--- src/rtl/dmem_arbiter.sv ---
// Purpose: shares the data-memory port between the core datapath and an external burst requester.
// Latency: core access is combinational in IDLE/YIELD; burst beats address memory in the cycle they fire.
// Backpressure: ext_beat_ready drops for one cycle per starvation yield; core_stall holds the core while a burst owns the port.
// Optional: define ARB_PERF_EN to build the stall/yield performance counters (ports tie to 0 otherwise).
module dmem_arbiter #(
    parameter int LEN_W        = 8,
    parameter int STARVE_LIMIT = 4
) (
    input  logic             clk,
    input  logic             rst,
    input  logic             core_req,
    input  logic             core_wr,
    input  logic [31:0]      core_addr,
    input  logic [31:0]      core_wdata,
    input  logic [3:0]       core_mask,
    input  logic [2:0]       core_load_ctrl,
    output logic [31:0]      core_rdata,
    output logic             core_stall,
    input  logic             ext_req,
    input  logic             ext_wr,
    input  logic [31:0]      ext_base,
    input  logic [LEN_W-1:0] ext_len,
    input  logic [31:0]      ext_wdata,
    input  logic             ext_beat_valid,
    output logic             ext_beat_ready,
    output logic [31:0]      ext_rdata,
    output logic             ext_busy,
    output logic             ext_done,
    output logic             mem_wr,
    output logic [31:0]      mem_addr,
    output logic [31:0]      mem_wdata,
    output logic [3:0]       mem_mask,
    output logic [2:0]       mem_load_ctrl,
    input  logic [31:0]      mem_rdata,
    output logic [31:0]      perf_stall_cnt,
    output logic [31:0]      perf_yield_cnt
);

    typedef enum logic [1:0] {
        IDLE  = 2'd0,
        BURST = 2'd1,
        YIELD = 2'd2
    } state_t;

    // Last wait count before the core is owed a slot.
    localparam logic [7:0] WAIT_LAST = 8'(STARVE_LIMIT - 1);

    state_t             state;
    state_t             state_nxt;
    logic               lat_wr;
    logic [29:0]        lat_base;
    logic [LEN_W-1:0]   lat_len;
    logic [LEN_W-1:0]   beat_cnt;
    logic [7:0]         wait_cnt;
    logic               cmd_accept;
    logic               yield_now;
    logic               beat_fire;
    logic               last_fire;
    logic [31:0]        beat_addr;

    // Byte offset of the current beat; the add below wraps modulo 2^32.
    assign beat_addr = {lat_base, 2'b00} + 32'({beat_cnt, 2'b00});

    // Read data is shared by both requesters; it only matters to whoever owns the port.
    assign core_rdata = mem_rdata;
    assign ext_rdata  = mem_rdata;

    // Bits [1:0] of the base are dropped: bursts are always word aligned.
    logic unused_base_lsb;
    assign unused_base_lsb = ^ext_base[1:0];

    // Port mux, handshake and next-state decision.
    always_comb begin
        state_nxt      = state;
        core_stall     = 1'b0;
        ext_beat_ready = 1'b0;
        mem_wr         = core_req & core_wr;
        mem_addr       = core_addr;
        mem_wdata      = core_wdata;
        mem_mask       = core_mask;
        mem_load_ctrl  = core_load_ctrl;
        cmd_accept     = 1'b0;
        yield_now      = 1'b0;
        beat_fire      = 1'b0;
        last_fire      = 1'b0;
        case (state)
            IDLE: begin
                // A command arriving during the done pulse belongs to the finished burst window and is dropped.
                cmd_accept = ext_req & ~ext_done;
                if (cmd_accept) begin
                    state_nxt = BURST;
                end
            end
            BURST: begin
                mem_addr       = beat_addr;
                mem_mask       = 4'b1111;
                mem_load_ctrl  = 3'b010;
                mem_wdata      = ext_wdata;
                // Write strobe follows valid alone: in a yield cycle the same word is rewritten
                // with the same held data, which is harmless and keeps the strobe path short.
                mem_wr         = lat_wr & ext_beat_valid;
                core_stall     = core_req;
                yield_now      = core_req && (wait_cnt == WAIT_LAST);
                ext_beat_ready = ~yield_now;
                beat_fire      = ext_beat_valid & ext_beat_ready;
                last_fire      = beat_fire && (beat_cnt == lat_len);
                if (last_fire) begin
                    state_nxt = IDLE;
                end else if (yield_now) begin
                    state_nxt = YIELD;
                end
            end
            YIELD: begin
                state_nxt = BURST;
            end
            default: begin
                state_nxt = IDLE;
            end
        endcase
    end

    // State register.
    always_ff @(posedge clk or posedge rst) begin
        if (rst) begin
            state <= IDLE;
        end else begin
            state <= state_nxt;
        end
    end

    // Burst command capture.
    always_ff @(posedge clk or posedge rst) begin
        if (rst) begin
            lat_wr   <= 1'b0;
            lat_base <= '0;
            lat_len  <= '0;
        end else if (cmd_accept) begin
            lat_wr   <= ext_wr;
            lat_base <= ext_base[31:2];
            lat_len  <= ext_len;
        end
    end

    // Beat counter: restarts on a new command, advances on each handshake, survives yields.
    always_ff @(posedge clk or posedge rst) begin
        if (rst) begin
            beat_cnt <= '0;
        end else if (cmd_accept) begin
            beat_cnt <= '0;
        end else if (beat_fire) begin
            beat_cnt <= beat_cnt + 1'b1;
        end
    end

    // Starvation counter: consecutive BURST cycles with the core waiting.
    always_ff @(posedge clk or posedge rst) begin
        if (rst) begin
            wait_cnt <= '0;
        end else if (state == BURST && core_req) begin
            wait_cnt <= wait_cnt + 8'd1;
        end else begin
            wait_cnt <= '0;
        end
    end

    // Busy flag and one-cycle completion pulse.
    always_ff @(posedge clk or posedge rst) begin
        if (rst) begin
            ext_busy <= 1'b0;
            ext_done <= 1'b0;
        end else begin
            ext_done <= last_fire;
            if (cmd_accept) begin
                ext_busy <= 1'b1;
            end else if (last_fire) begin
                ext_busy <= 1'b0;
            end
        end
    end

`ifdef ARB_PERF_EN
    logic [31:0] stall_cnt_q;
    logic [31:0] yield_cnt_q;

    // Saturating counters of stalled core cycles and yield entries.
    always_ff @(posedge clk or posedge rst) begin
        if (rst) begin
            stall_cnt_q <= '0;
            yield_cnt_q <= '0;
        end else begin
            if (core_stall && stall_cnt_q != 32'hFFFF_FFFF) begin
                stall_cnt_q <= stall_cnt_q + 32'd1;
            end
            if (state == BURST && state_nxt == YIELD && yield_cnt_q != 32'hFFFF_FFFF) begin
                yield_cnt_q <= yield_cnt_q + 32'd1;
            end
        end
    end

    assign perf_stall_cnt = stall_cnt_q;
    assign perf_yield_cnt = yield_cnt_q;
`else
    assign perf_stall_cnt = 32'd0;
    assign perf_yield_cnt = 32'd0;
`endif

endmodule

--- config.mk ---
export PLATFORM = sky130hd
export DESIGN_NAME = dmem_arbiter
export DESIGN_NICKNAME = d
export VERILOG_FILES = /design/src/rtl/dmem_arbiter.sv
export SDC_FILE = /design/constraint.sdc
export NUM_CORES = 1
export LEC_CHECK = 0
export CAP_MARGIN = 20
export CORE_AREA = 3 3 147 149
export CTS_BUF_LIST = sky130_fd_sc_hd__clkbuf_8
export CTS_CLUSTER_DIAMETER = 60
export DETAILED_ROUTE_END_ITERATION = 8
export DIE_AREA = 0 0 150 152
export PLACE_DENSITY = 0.68
export SLEW_MARGIN = 20
export SYNTH_ARGS = -nofsm -noshare
export SYNTH_HDL_FRONTEND = slang
export SYNTH_SLANG_ARGS = --single-unit
--- constraint.sdc ---
create_clock -name clk -period 4.4 [get_ports clk]
set_input_delay 0.44 -clock clk [delete_from_list [all_inputs] [get_ports clk]]
set_output_delay 0.44 -clock clk [all_outputs]
set_load 0.1 [all_outputs]
# Word level (Yosys, flattened, before mapping)

Index checks and enable logic that the tools add are counted.

Order comparisons: 0
Div/mod/pow operators: 0
Add/subtract/negate cells: 3
Eq/ne operators: 6
Reductions and logical operators: 7
$mul: 0
Mux-type cells: 19
Bitwise gates (word level): 6
Shift-type cells: 0

Operators by type and width:

| cell                  | number |
|---|---|
| $mux W32              | 2 |
| $add A32 B10 Y32      | 1 |
| $mux W8               | 3 |
| $add A8 B1 Y8 const B | 2 |
| $eq A8 B2 Y1 const B  | 1 |
| $eq A8 B8 Y1          | 1 |
| $mux W1               | 8 |
| $mux W2               | 3 |
| $pmux W2 S3           | 1 |
| $and A1 B1 Y1         | 4 |
| $mux W4               | 1 |
| $reduce_bool A2 Y1    | 2 |
| $logic_and A1 B1 Y1   | 3 |
| $mux W3               | 1 |
| $ne A3 B3 Y1 const B  | 1 |
| $eq A2 B1 Y1 const B  | 1 |
| $eq A2 B2 Y1 const B  | 1 |
| $logic_not A2 Y1      | 1 |
| $ne A2 B2 Y1 const B  | 1 |
| $not A1 Y1            | 2 |
| $reduce_and A2 Y1     | 1 |

Memories kept: 0
Memory bits (writable): 0
Input port bits: 182
Word-level logic and storage cells: 49
Output and inout bits: 204
Memory bits (read-only): 0
Bits in latches: 0
Register bits after elaboration: 59

# Logic depth before layout (Yosys ltp)

Gate-level depths: netlist (run 1).

Depth after elaboration: 8
Mapped depth: 7
Gate-level depth less buffers: 7

# Worst setup path before layout (run 1)

OpenSTA, ideal clock, no wires.

Path type: flip-flop to output port
Start point: register beat_cnt[0]
End point: output port mem_addr[26]
Data arrival time: 3,951 ps
Required time: 3,960 ps
Cell stages (with the launch flop): 8
Buffers on the path: 0
Setup slack: 9 ps
Cells stage by stage: dfrtp_1 ha_1 fa_1 a211oi_1 o211ai_2 nand4b_1 xor2_1 o21ai_0

Longest elaborated chain between the ends: 2

RTL lines:

| item                   | RTL line | RTL |
|---|---|---|
| start, declared        | 53       | `logic [LEN_W-1:0] beat_cnt;` |
| start signal, assigned | 151      | `beat_cnt <= beat_cnt + 1'b1;` |
| $add A32 B10 Y32       | 62       | `assign beat_addr = {lat_base, 2'b00} + 32'({beat_cnt, 2'b00});` |
| $mux W32               | 86       | `case (state)` |
| end, declared          | 30       | `output logic [31:0] mem_addr,` |

No other way between the ends.

# Final worst setup path (run 1)

Start point: register beat_cnt[2]
End point: output port mem_addr[29]

The elaborated chain is that of the path after synthesis.

==> results.md, run 1 <==
- Count of final setup violators: 0
- Count of final hold-check violations: 0
- Number of hold buffers added after cts: 0
- Placed Cells: between 1000 and 1500
- Worst min-delay path category: reg -> reg
- Layout-stage area growth over the synthesis result: 38.17%
- Number of buffers added by the clock tree synthesis step: 9
- Cell Rows: 52
- Worst setup skew after layout: between 9 and 10 ps
- Post-synth top cells: sky130_fd_sc_hd__nand2_1, sky130_fd_sc_hd__buf_4, sky130_fd_sc_hd__dfrtp_1, sky130_fd_sc_hd__mux2_2, sky130_fd_sc_hd__o21ai_0
- Critical register-to-register path startpoint: state[1]
- Post-synth EDFFs: 0
- Worst Setup SP: beat_cnt[2]
- Die height: roughly 150 µm
- Total DRC errors in the routed layout: 0
- Clock tree from TritonCTS: built
- Number of synthesis warnings: 0
- Final clock period utilization by the worst path: between 80 and 90%
- Standard cell core area: about 20000 µm²
- Clock-pin slew of the registers on the worst-case setup and hold paths: around 70 ps
- Global-route usage over all layers: about 16%
- Routed wire length per instance: 18.42 µm
- Crit-path max FO: 12
- Distinct cells, synth: 43
- Root buffer cell: sky130_fd_sc_hd__clkbuf_8
- Congestion Overflow GR: 0
- Mapped Avg Cell Area: about 8.2 µm²
- Leading cell types by total area after synthesis: sky130_fd_sc_hd__dfrtp_1, sky130_fd_sc_hd__buf_4, sky130_fd_sc_hd__nand2_1
- Skew-Pair Late Insertion Delay: ~340 ps
- Final weighted congestion of routability-driven global placement: roughly 0.84
- Via-to-Cell Ratio: between 4 and 5
- Maximum buffer depth of the clock tree: 2
- Number of nets in the finished design: approximately 960
- Overall die width: ~150 µm
- Die ar.: between 20000 and 25000 µm²
- Maximum number of pins on one net before global-route repair: between 70 and 80
- Worst Hold Slack: about 480 ps
- Wire length of the first global-routing pass: roughly 27000 µm
- End of the worst hold path: ext_busy
- Clock period minus final worst setup slack: between 3000 and 4000 ps
- Initial drt markers: around 120
- Sequential-to-total area share from yosys stat: just under 30%
- Hold_sp: ext_busy
- End of the worst register-to-register path: beat_cnt[5]
- Detailed-route wire length: about 19000 µm
- Area fraction of the dominant cell type after synthesis: 29.55%
- Setup total negative slack: 0 ps
- Clock sinks: 59
- PD cells: 916.3 nW/µm²
- Class of the most critical setup path: reg -> out
- Post-synthesis instance area: ~5000 µm²
- Async S/R FF share, synth: 100.0%
- Core Util, Final: 34.01%
- P_leak: just over 3 nW
- Antenna Nets Post-Route: 0
- Measured slew at the worst slew-check pin: roughly 1100 ps
- Post-synth top area cell: sky130_fd_sc_hd__dfrtp_1
- Finished Layout Cells: 1041
- Number of ports placed on the die boundary: a little under 400
- Number of synthesized register bits: slightly below 60
- Number of cells on the worst reg-to-reg path: 5
- Buffers inserted by post-CTS timing repair: 0
- Worst setup EP type: output pin
- Run status: complete, no violations
- Dominant cell by count in the synthesized netlist: sky130_fd_sc_hd__nand2_1
- RSZ-0062 raised after global routing: false
- DR vias: 4490
- Vias in the first global route: roughly 4400
- Antenna violations before repair: 8
- Max frequency: between 0.2 and 0.3 GHz
- Post_cts resized: 0
- Fraction of layout instances using a drive strength above 1: roughly 15%
- HPWL reported at the end of detailed placement: about 16000 µm
- Flop2flop setup slack: around 2100 ps
- Slew Limit Headroom: 26.15%
- Number of optimization iterations in the first detailed-route pass: 6
- Hold Path Stages: 1
- Max capacitance violation total: 0
- Placed Area: 6700 µm²
- Starting density of the core: 24.61%
- Maximum vdd ir drop: around 0.001 V
- Startpoint type of the worst setup path: register
- Max-slew violations: 0
- Post-route standard cell area excluding fillers: between 6000 and 7000 µm²
- Most frequently used flop master after synthesis: sky130_fd_sc_hd__dfrtp_1
- Crit path DAT: between 3000 and 4000 ps
- Post-Syn Instances: approximately 610
- Data required time of the critical path: just under 4000 ps
- Port buffer count: about 220
- Number of H-tree branching levels: 3
==> per-stage QoR <==
step,worst slack (ps),total power [mW]
final,728.1,6.325
after global routing,528.1,6.617
after CTS,699.8,6.387
after detailed placement,1094,5.872
after global placement,1145,5.843
after floorplan,8.739,5.067
==> state kept, by name, summed over array words and instances, names as in the netlist <==
register and cells:
lat_wr 1, wait_cnt 8, ext_done 1, beat_cnt 8, ext_busy 1, lat_len 8
lat_base 30, state 2
==> critical path, cell delays in order (launching register included) <==
cell,delay [ps]
sky130_fd_sc_hd__dfrtp_1,470
sky130_fd_sc_hd__ha_1,410
sky130_fd_sc_hd__o211ai_1,130
sky130_fd_sc_hd__o21ai_1,390
sky130_fd_sc_hd__o21ai_1,380
sky130_fd_sc_hd__or4_1,550
sky130_fd_sc_hd__a31oi_1,230
sky130_fd_sc_hd__buf_4,330
==> cell type report <==
class	count	area, µm²
Fill cell	2129	13400
Multi-Input combinational cell	457	2699
Timing Repair Buffer	228	2157
Sequential cell	59	1476
Tap cell	270	337.8
Clock buffer	10	137.6
Clock inverter	6	57.56
Inverter	8	30.03
Antenna cell	3	7.507
==> how the worst max path moves through the flow <==
stage,endpoint,cells after the start
detailed placement,mem_addr[29],7
global placement,mem_addr[29],7
global route,mem_addr[29],7
floorplan,mem_addr[26],7
CTS,mem_addr[29],7
finish,mem_addr[29],7
==> cells in the final DEF, fill, tap and decap left out, types with 12 or more instances in the layout <==
cell / n
sky130_fd_sc_hd__clkdlybuf4s50_1: 178
sky130_fd_sc_hd__nand2_1: 137
sky130_fd_sc_hd__conb_1: 64
sky130_fd_sc_hd__dfrtp_1: 59
sky130_fd_sc_hd__buf_4: 50
sky130_fd_sc_hd__mux2_2: 36
sky130_fd_sc_hd__o21ai_0: 31
sky130_fd_sc_hd__xor2_1: 25
sky130_fd_sc_hd__nor2_1: 23
sky130_fd_sc_hd__xnor2_1: 17
sky130_fd_sc_hd__nand3_1: 16
sky130_fd_sc_hd__nand4_1: 12
==> report_power, final <==
group	total (mW)	switching [mW]	internal (mW)	leakage [nW]
registers	1.00	0.244	0.759	0.727
logic	4.83	3.71	1.12	2.19
clock network	0.496	0.224	0.272	0.101
==> cells by family after synthesis <==
kind of cell	after synthesis	share of synthesized area, %
AND/OR/NAND/NOR	229	20.99
multiplexers	37	8.315
buffers and inverters	158	21.59
adder cells (fa/ha/maj)	11	2.905
AO/OA/AOI/OAI	74	9.216
other	1	0.07506
XOR/XNOR	42	7.363
flip-flops	59	29.55
==> layer usage <==
layer,vias up,global-route usage [%],wire [µm]
li1,2154,-,-
met1,2059,16.83,6968
met2,229,28.15,9554
met3,40,7.060,2188
met4,8,4.052,408
met5,-,0,52
No activity file was read; power rests on OpenSTA's default activity.
==> inputs of run 2 (changes only) <==
clock period = 3.7 ns   (was 4.4 ns; I/O delays follow)
==> run 2 against run 1 <==
  * Sequential power increased by 21%
  * Clock skew rose by 1.1 ps
  * Final cell count unchanged
  * Die area stayed put
  * Flip-flop and latch count is the same
  * Combinational power up 27%
  * Count of clock-buffer cells in the layout fell by 1
  * Hold slack lost 39 ps
  * Register-to-register slack got worse by 570 ps
  * Global-route usage shrank 0.32 points
  * Critical path depth did not move
  * Critical endpoint is now mem_addr[25]
==> results.md, run 2 (synthesized netlist as in run 1, its figures left out) <==
- Run status: complete, no violations
- Core Util, Final: about a third
- Routed wire length per instance: 17.91 µm
- Data required time of the critical path: ~3300 ps
- Vias in the first global route: around 4400
- Critical register-to-register path startpoint: wait_cnt[0]
- Detailed-route wire length: approximately 19000 µm
- Final weighted congestion of routability-driven global placement: around 0.81
- PD cells: between 1000 and 1500 nW/µm²
- Max-slew violations: 0
- Starting density of the core: between 20% and 30%
- Flop2flop setup slack: between 1500 and 2000 ps
- Cell Rows: 52
- Count of final setup violators: 0
- Root buffer cell: sky130_fd_sc_hd__clkbuf_8
- Slew Limit Headroom: about a third
- Top library cells by usage in the layout, fill and taps aside: sky130_fd_sc_hd__clkdlybuf4s50_1, sky130_fd_sc_hd__nand2_1, sky130_fd_sc_hd__buf_4
- Buffers inserted by post-CTS timing repair: 0
- Clock tree from TritonCTS: built
- Number of optimization iterations in the first detailed-route pass: 5
- Number of hold buffers added after cts: 0
- Congestion Overflow GR: 0
- Number of H-tree branching levels: 3
- Initial drt markers: 219
- Antenna violations before repair: 2
- Die ar.: ~23000 µm²
- Termination of the worst setup path: mem_addr[25]
- Number of nets in the finished design: about 960
- Global-route usage over all layers: between 10% and 20%
- Fill cell count: approximately 2100
- RSZ-0062 raised after global routing: false
- Crit-path max FO: 12
- Maximum buffer depth of the clock tree: 2
- Number of buffers added by the clock tree synthesis step: 9
- Worst Setup SP: beat_cnt[2]
- Maximum number of pins on one net before global-route repair: 58
- Layout-stage area growth over the synthesis result: 42.70%
- Skew-Pair Late Insertion Delay: between 300 and 400 ps
- Class of the most critical setup path: reg -> out
- Worst Hold Slack: 443.6 ps
- Worst min-delay path category: in -> async
- Maximum vdd ir drop: 0.001431 V
- Crit path DAT: 3090 ps
- Antenna Nets Post-Route: 0
- Clock period minus final worst setup slack: 3459 ps
- Clock-pin slew of the registers on the worst-case setup and hold paths: roughly 80 ps
- Clock sinks: 59
- Most common cell after layout, fill and taps aside: sky130_fd_sc_hd__clkdlybuf4s50_1
- Fraction of layout instances using a drive strength above 1: 19.97%
- Worst setup skew after layout: approximately 11 ps
- Placed Cells: 1025
- Max frequency: 0.2891 GHz
- Register name with the most flops: lat_base
- Number of cells on the worst reg-to-reg path: 6
- Final clock period utilization by the worst path: between 90 and 100%
- Number of diodes: 0
- Post-layout total power: between 8 and 9 mW
- Finished Layout Cells: approximately 1000
- Number of ports placed on the die boundary: slightly below 400
- Port buffer count: between 200 and 250
- Startpoint type of the worst setup path: register
- Standard cell core area: ~20000 µm²
- Via-to-Cell Ratio: around 4.4
- Total DRC errors in the routed layout: 0
- DR vias: 4533
- Worst setup EP type: output pin
- Max capacitance violation total: 0
- Wire length of the first global-routing pass: 26790 µm
- HPWL reported at the end of detailed placement: ~16000 µm
- Die height: about 150 µm
- Count of final hold-check violations: 0
- Setup total negative slack: 0 ps
- End of the worst register-to-register path: beat_cnt[5]
- Overall die width: 150 µm
- Measured slew at the worst slew-check pin: between 900 and 1000 ps
- P_leak: 3.146 nW
- Flip-flop count of the largest register, all copies and words added: 30
-- run 2: what timing repair did --
item	in CTS	in global routing
resized for setup	0	1
hold endpoints to repair	0	0
setup endpoints to repair	0	5
-- run 2: worst max-delay path: stages (launching register included) --
cell and delay, ps:
sky130_fd_sc_hd__dfrtp_1 470, sky130_fd_sc_hd__ha_1 420, sky130_fd_sc_hd__o211ai_1 120, sky130_fd_sc_hd__o21ai_1 420, sky130_fd_sc_hd__o21ai_2 270, sky130_fd_sc_hd__or4_1 540
sky130_fd_sc_hd__a31oi_2 290, sky130_fd_sc_hd__buf_12 210
-- run 2: per-layer routing --
layer / up-vias / GRT usage [%] / wire length, µm
li1: 2159 / - / -
met1: 2107 / 16.77 / 6618
met2: 245 / 28.78 / 9825
met3: 18 / 5.630 / 2017
met4: 4 / 2.745 / 160
met5: - / 0 / 21
-- run 2: final cells by class --
class                   count  area [µm²]  area share, %
well taps                 270       337.8          4.739
clock buffers               9       123.9          1.737
flip-flops and latches     59        1476          20.71
inverters                   8       30.03         0.4212
clock inverters             7       101.3          1.422
multi-input cells         457        2740          38.43
repair buffers            231        2320          32.54
-- run 2: power breakdown --
part	switching (mW)	internal, mW
combinational	4.50	1.62
sequential	0.308	0.901
clock	0.300	0.384
total	5.11	2.91
-- run 2: metrics by stage --
| step | worst slack, ps | instance area [µm²] |
|---|---|---|
| 2_1_floorplan | 4.593 | 5270 |
| 3_3_place_gp | 558.4 | 6900 |
| 3_5_place_dp | 495.1 | 6900 |
| 4_1_cts | 89.53 | 7126 |
| 5_1_grt | 3.715 | 7129 |
| 6_report | 241.4 | 7129 |
-- run 2: worst min-delay path by stage --
| stage | endpoint | start | cells past startpoint |
|---|---|---|---|
| floorplan | wait_cnt[0] | wait_cnt[0] | 1 |
| global placement | ext_busy | ext_busy | 1 |
| detailed placement | ext_busy | ext_busy | 1 |
| CTS | lat_wr | rst | 2 |
| global route | beat_cnt[1] | rst | 2 |
| finish | beat_cnt[1] | rst | 2 |
==> inputs of run 3 (changes only) <==
ABC_AREA = 1   (was unset)
CORE_AREA = 3 3 150 152   (was 3 3 147 149)
DIE_AREA = 0 0 153 155   (was 0 0 150 152)
GPL_TIMING_DRIVEN = 0   (was unset)
==> run 3 against run 2 <==
  * Synthesized area up 11%
  * Flip-flop and latch count unchanged
  * Maximum frequency down 3.4%
  * Core utilization up 8.6 points
  * Largest power group unchanged
  * Clock power down 0.6%
  * Critical endpoint is now mem_addr[6]
  * Highest routed layer is now met4
==> results.md, run 3 <==
- Run status: complete, no violations
- Most common cell after layout, fill and taps aside: sky130_fd_sc_hd__nand2_1
- Global-route met2 utilization: ~30%
- M1 GR Usage: between 20% and 30%
- Number of H-tree branching levels: 3
- Post-Syn Instances: about 880
- Standard cell core area: 21150 µm²
- Detailed-route wire length: around 22000 µm
- Skew-Pair Late Insertion Delay: 350 ps
- Number of ports placed on the die boundary: about 390
- GRT busiest layer: met2
- Finished Layout Cells: 1526
- Post-synthesis instance area: approximately 5500 µm²
- Dominant cell by count in the synthesized netlist: sky130_fd_sc_hd__nand2_1
- Cell Rows: between 50 and 60
- Maximum vdd ir drop: between 0.0005 and 0.0006 V
- Core Util, Final: a little over two fifths
- Post-route standard cell area excluding fillers: 9254 µm²
- Worst Setup SP: lat_base[0]
- Setup total negative slack: 0 ps
- Number of synthesized register bits: about 60
- PD cells: 949.4 nW/µm²
- Wire length of the first global-routing pass: around 33000 µm
- Maximum buffer depth of the clock tree: 2
- Crit path buf inv count: 1
- Crit path DAT: between 3000 and 4000 ps
- Leading cell types by total area after synthesis: sky130_fd_sc_hd__dfrtp_1, sky130_fd_sc_hd__nand2_1, sky130_fd_sc_hd__buf_4
- Met3 track demand over resource: around 4.2%
- Clock period minus final worst setup slack: roughly 3600 ps
- Clock tree from TritonCTS: built
- Max frequency: around 0.28 GHz
- Number of synthesis warnings: 0
- Post-synth EDFFs: 0
- Routed wire length per instance: around 14 µm
- Flop2flop setup slack: ~1900 ps
- Die height: 155 µm
- Slowest CP cell: sky130_fd_sc_hd__clkdlybuf4s50_1
- Count of final setup violators: 0
- HPWL reported at the end of detailed placement: roughly 19000 µm
- Area fraction of the dominant cell type after synthesis: a little over a quarter
- Post-synth top area cell: sky130_fd_sc_hd__dfrtp_1
- Fill cell count: around 2200
- Starting density of the core: about a quarter
- Max capacitance violation total: 0
- Placed Cells: 1509
- Congestion Overflow GR: 0
- Post-synth top cells: sky130_fd_sc_hd__nand2_1, sky130_fd_sc_hd__buf_4, sky130_fd_sc_hd__inv_1, sky130_fd_sc_hd__dfrtp_1, sky130_fd_sc_hd__nand3_1
- Die ar.: 23720 µm²
- Antenna violations before repair: 1
- End of the worst register-to-register path: lat_base[25]
- RSZ-0062 raised after global routing: false
- Most frequently used flop master after synthesis: sky130_fd_sc_hd__dfrtp_1
- Fraction of layout instances using a drive strength above 1: between 10% and 20%
- Slew Limit Headroom: 27.87%
- Slowest Stage Delay on Critical Path: between 1000 and 1500 ps
- Number of buffers added by the clock tree synthesis step: 9
- Global-route usage over all layers: between 10% and 20%
- Async S/R FF share, synth: 100.0%
- Mapped Avg Cell Area: roughly 6.3 µm²
- Class of the most critical setup path: reg -> out
- Via-to-Cell Ratio: about 4.2
- List of cells traversed by the critical path: ha_1 > fa_1 > nand3_1 > nand3_1 > xnor2_1 > o21ai_1 > clkdlybuf4s50_1
- Data required time of the critical path: around 3300 ps
- Most frequent CP cell: sky130_fd_sc_hd__nand3_1
- Termination of the worst setup path: mem_addr[6]
- Path length in cells of the critical path: 7
- Placed Area: around 9000 µm²
- Overall die width: 153 µm
- Root buffer cell: sky130_fd_sc_hd__clkbuf_8
- Flip-flop count of the largest register, all copies and words added: 30
- Clock-pin slew of the registers on the worst-case setup and hold paths: 80 ps
- Register name with the most flops: lat_base
- Sequential-to-total area share from yosys stat: between 20% and 30%
- Antenna Nets Post-Route: 0
- Setup slack after placement: between 150 and 200 ps
- Number of nets in the finished design: ~1400
- Max-slew violations: 0
- Crit-path max FO: 4
- Vias in the first global route: a little over 6000
- Category of cells accounting for the largest share of critical-path delay: buffers and inverters
- Worst path setup slack after routing: roughly 120 ps
- Port buffer count: roughly 290
- Measured slew at the worst slew-check pin: about 1100 ps
- Initial drt markers: 473
- Startpoint type of the worst setup path: register
- Worst setup EP type: output pin
- Final weighted congestion of routability-driven global placement: just under 0.9
- Count of final hold-check violations: 0
- Clock sinks: between 50 and 60
- Worst setup skew after layout: about 11 ps
- Maximum number of pins on one net before global-route repair: 54
- Total DRC errors in the routed layout: 0
- DR vias: approximately 6300
- Critical register-to-register path startpoint: ext_done
- Distinct cells, synth: 31
- P_leak: approximately 4.7 nW
- Top library cells by usage in the layout, fill and taps aside: sky130_fd_sc_hd__nand2_1, sky130_fd_sc_hd__clkdlybuf4s50_1, sky130_fd_sc_hd__buf_4
- Final clock period utilization by the worst path: between 90% and 100%
- Worst min-delay path category: in -> async
- Layout-stage area growth over the synthesis result: 67.03%
- Number of cells on the worst reg-to-reg path: 5
- Number of optimization iterations in the first detailed-route pass: 5
-- run 3: worst register-to-register path, cell delays in order (launching register included) --
cell and delay, ps:
sky130_fd_sc_hd__dfrtp_1 380, sky130_fd_sc_hd__nor2_1 180, sky130_fd_sc_hd__nand2_2 190, sky130_fd_sc_hd__inv_2 180, sky130_fd_sc_hd__clkbuf_1 500, sky130_fd_sc_hd__o21ai_0 170
-- run 3: timing repair --
| item | 4_1_cts | 5_1_grt |
|---|---|---|
| setup buffers | 0 | 0 |
| endpoints found under the setup margin | 11 | 15 |
| hold buffers | 0 | 0 |
| endpoints found under the hold margin | 0 | 0 |
| gates resized for setup | 11 | 18 |
-- run 3: final cells by class --
class	count	area, µm²	area share [%]
multi-input cells	654	2904	31.38
inverters	82	310.3	3.353
flip-flops and latches	59	1476	15.95
plain buffers	151	1089	11.76
repair buffers	288	2904	31.38
clock buffers	9	123.9	1.339
well taps	275	344.1	3.718
diodes	1	2.502	0.02704
clock inverters	7	100.1	1.082
-- run 3: per-stage QoR --
| step | hold slack (ps) | total power [mW] |
|---|---|---|
| 3_5_place_dp | 461.2 | 8.226 |
| 4_1_cts | 234.2 | 8.863 |
| 6_report | 245.5 | 8.786 |
| 2_1_floorplan | 432.5 | 6.431 |
| 5_1_grt | 237.1 | 9.220 |
| 3_3_place_gp | 447.1 | 8.180 |
-- run 3: layer usage --
layer  part of all wire (%)  routed length (µm)  up-vias
met4                    2.2                 474        0
met2                     49               10710      261
li1                       -                   -     3260
met5                      0                   0        -
met3                    7.0                1541       33
met1                     42                9204     2792
-- run 3: report_power, final --
part	internal, mW	switching (mW)	leakage, nW
Clock	0.384	0.296	0.114
Combinational	1.54	5.42	3.88
Sequential	0.890	0.254	0.749
Total	2.81	5.97	4.74
-- run 3: cell families (layout without fill, tap and decap cells) --
| kind of cell | after synthesis | after routing | share of synthesized area, % |
|---|---|---|---|
| fa+ha+maj | 11 | 11 | 2.620 |
| flops | 59 | 59 | 26.65 |
| xor+xnor | 11 | 11 | 1.739 |
| buf+inv | 233 | 537 | 25.20 |
| compound gates | 64 | 64 | 5.894 |
| other cells | 1 | 65 | 0.06769 |
| simple gates | 504 | 504 | 37.83 |
-- run 3: worst min-delay path by stage --
stage                     start     endpoint  depth (start not counted)
finish                      rst  wait_cnt[6]                          2
global route                rst  wait_cnt[6]                          2
CTS                         rst  wait_cnt[6]                          2
detailed placement  wait_cnt[0]  wait_cnt[0]                          1
global placement    wait_cnt[0]  wait_cnt[0]                          1
floorplan           wait_cnt[0]  wait_cnt[0]                          1
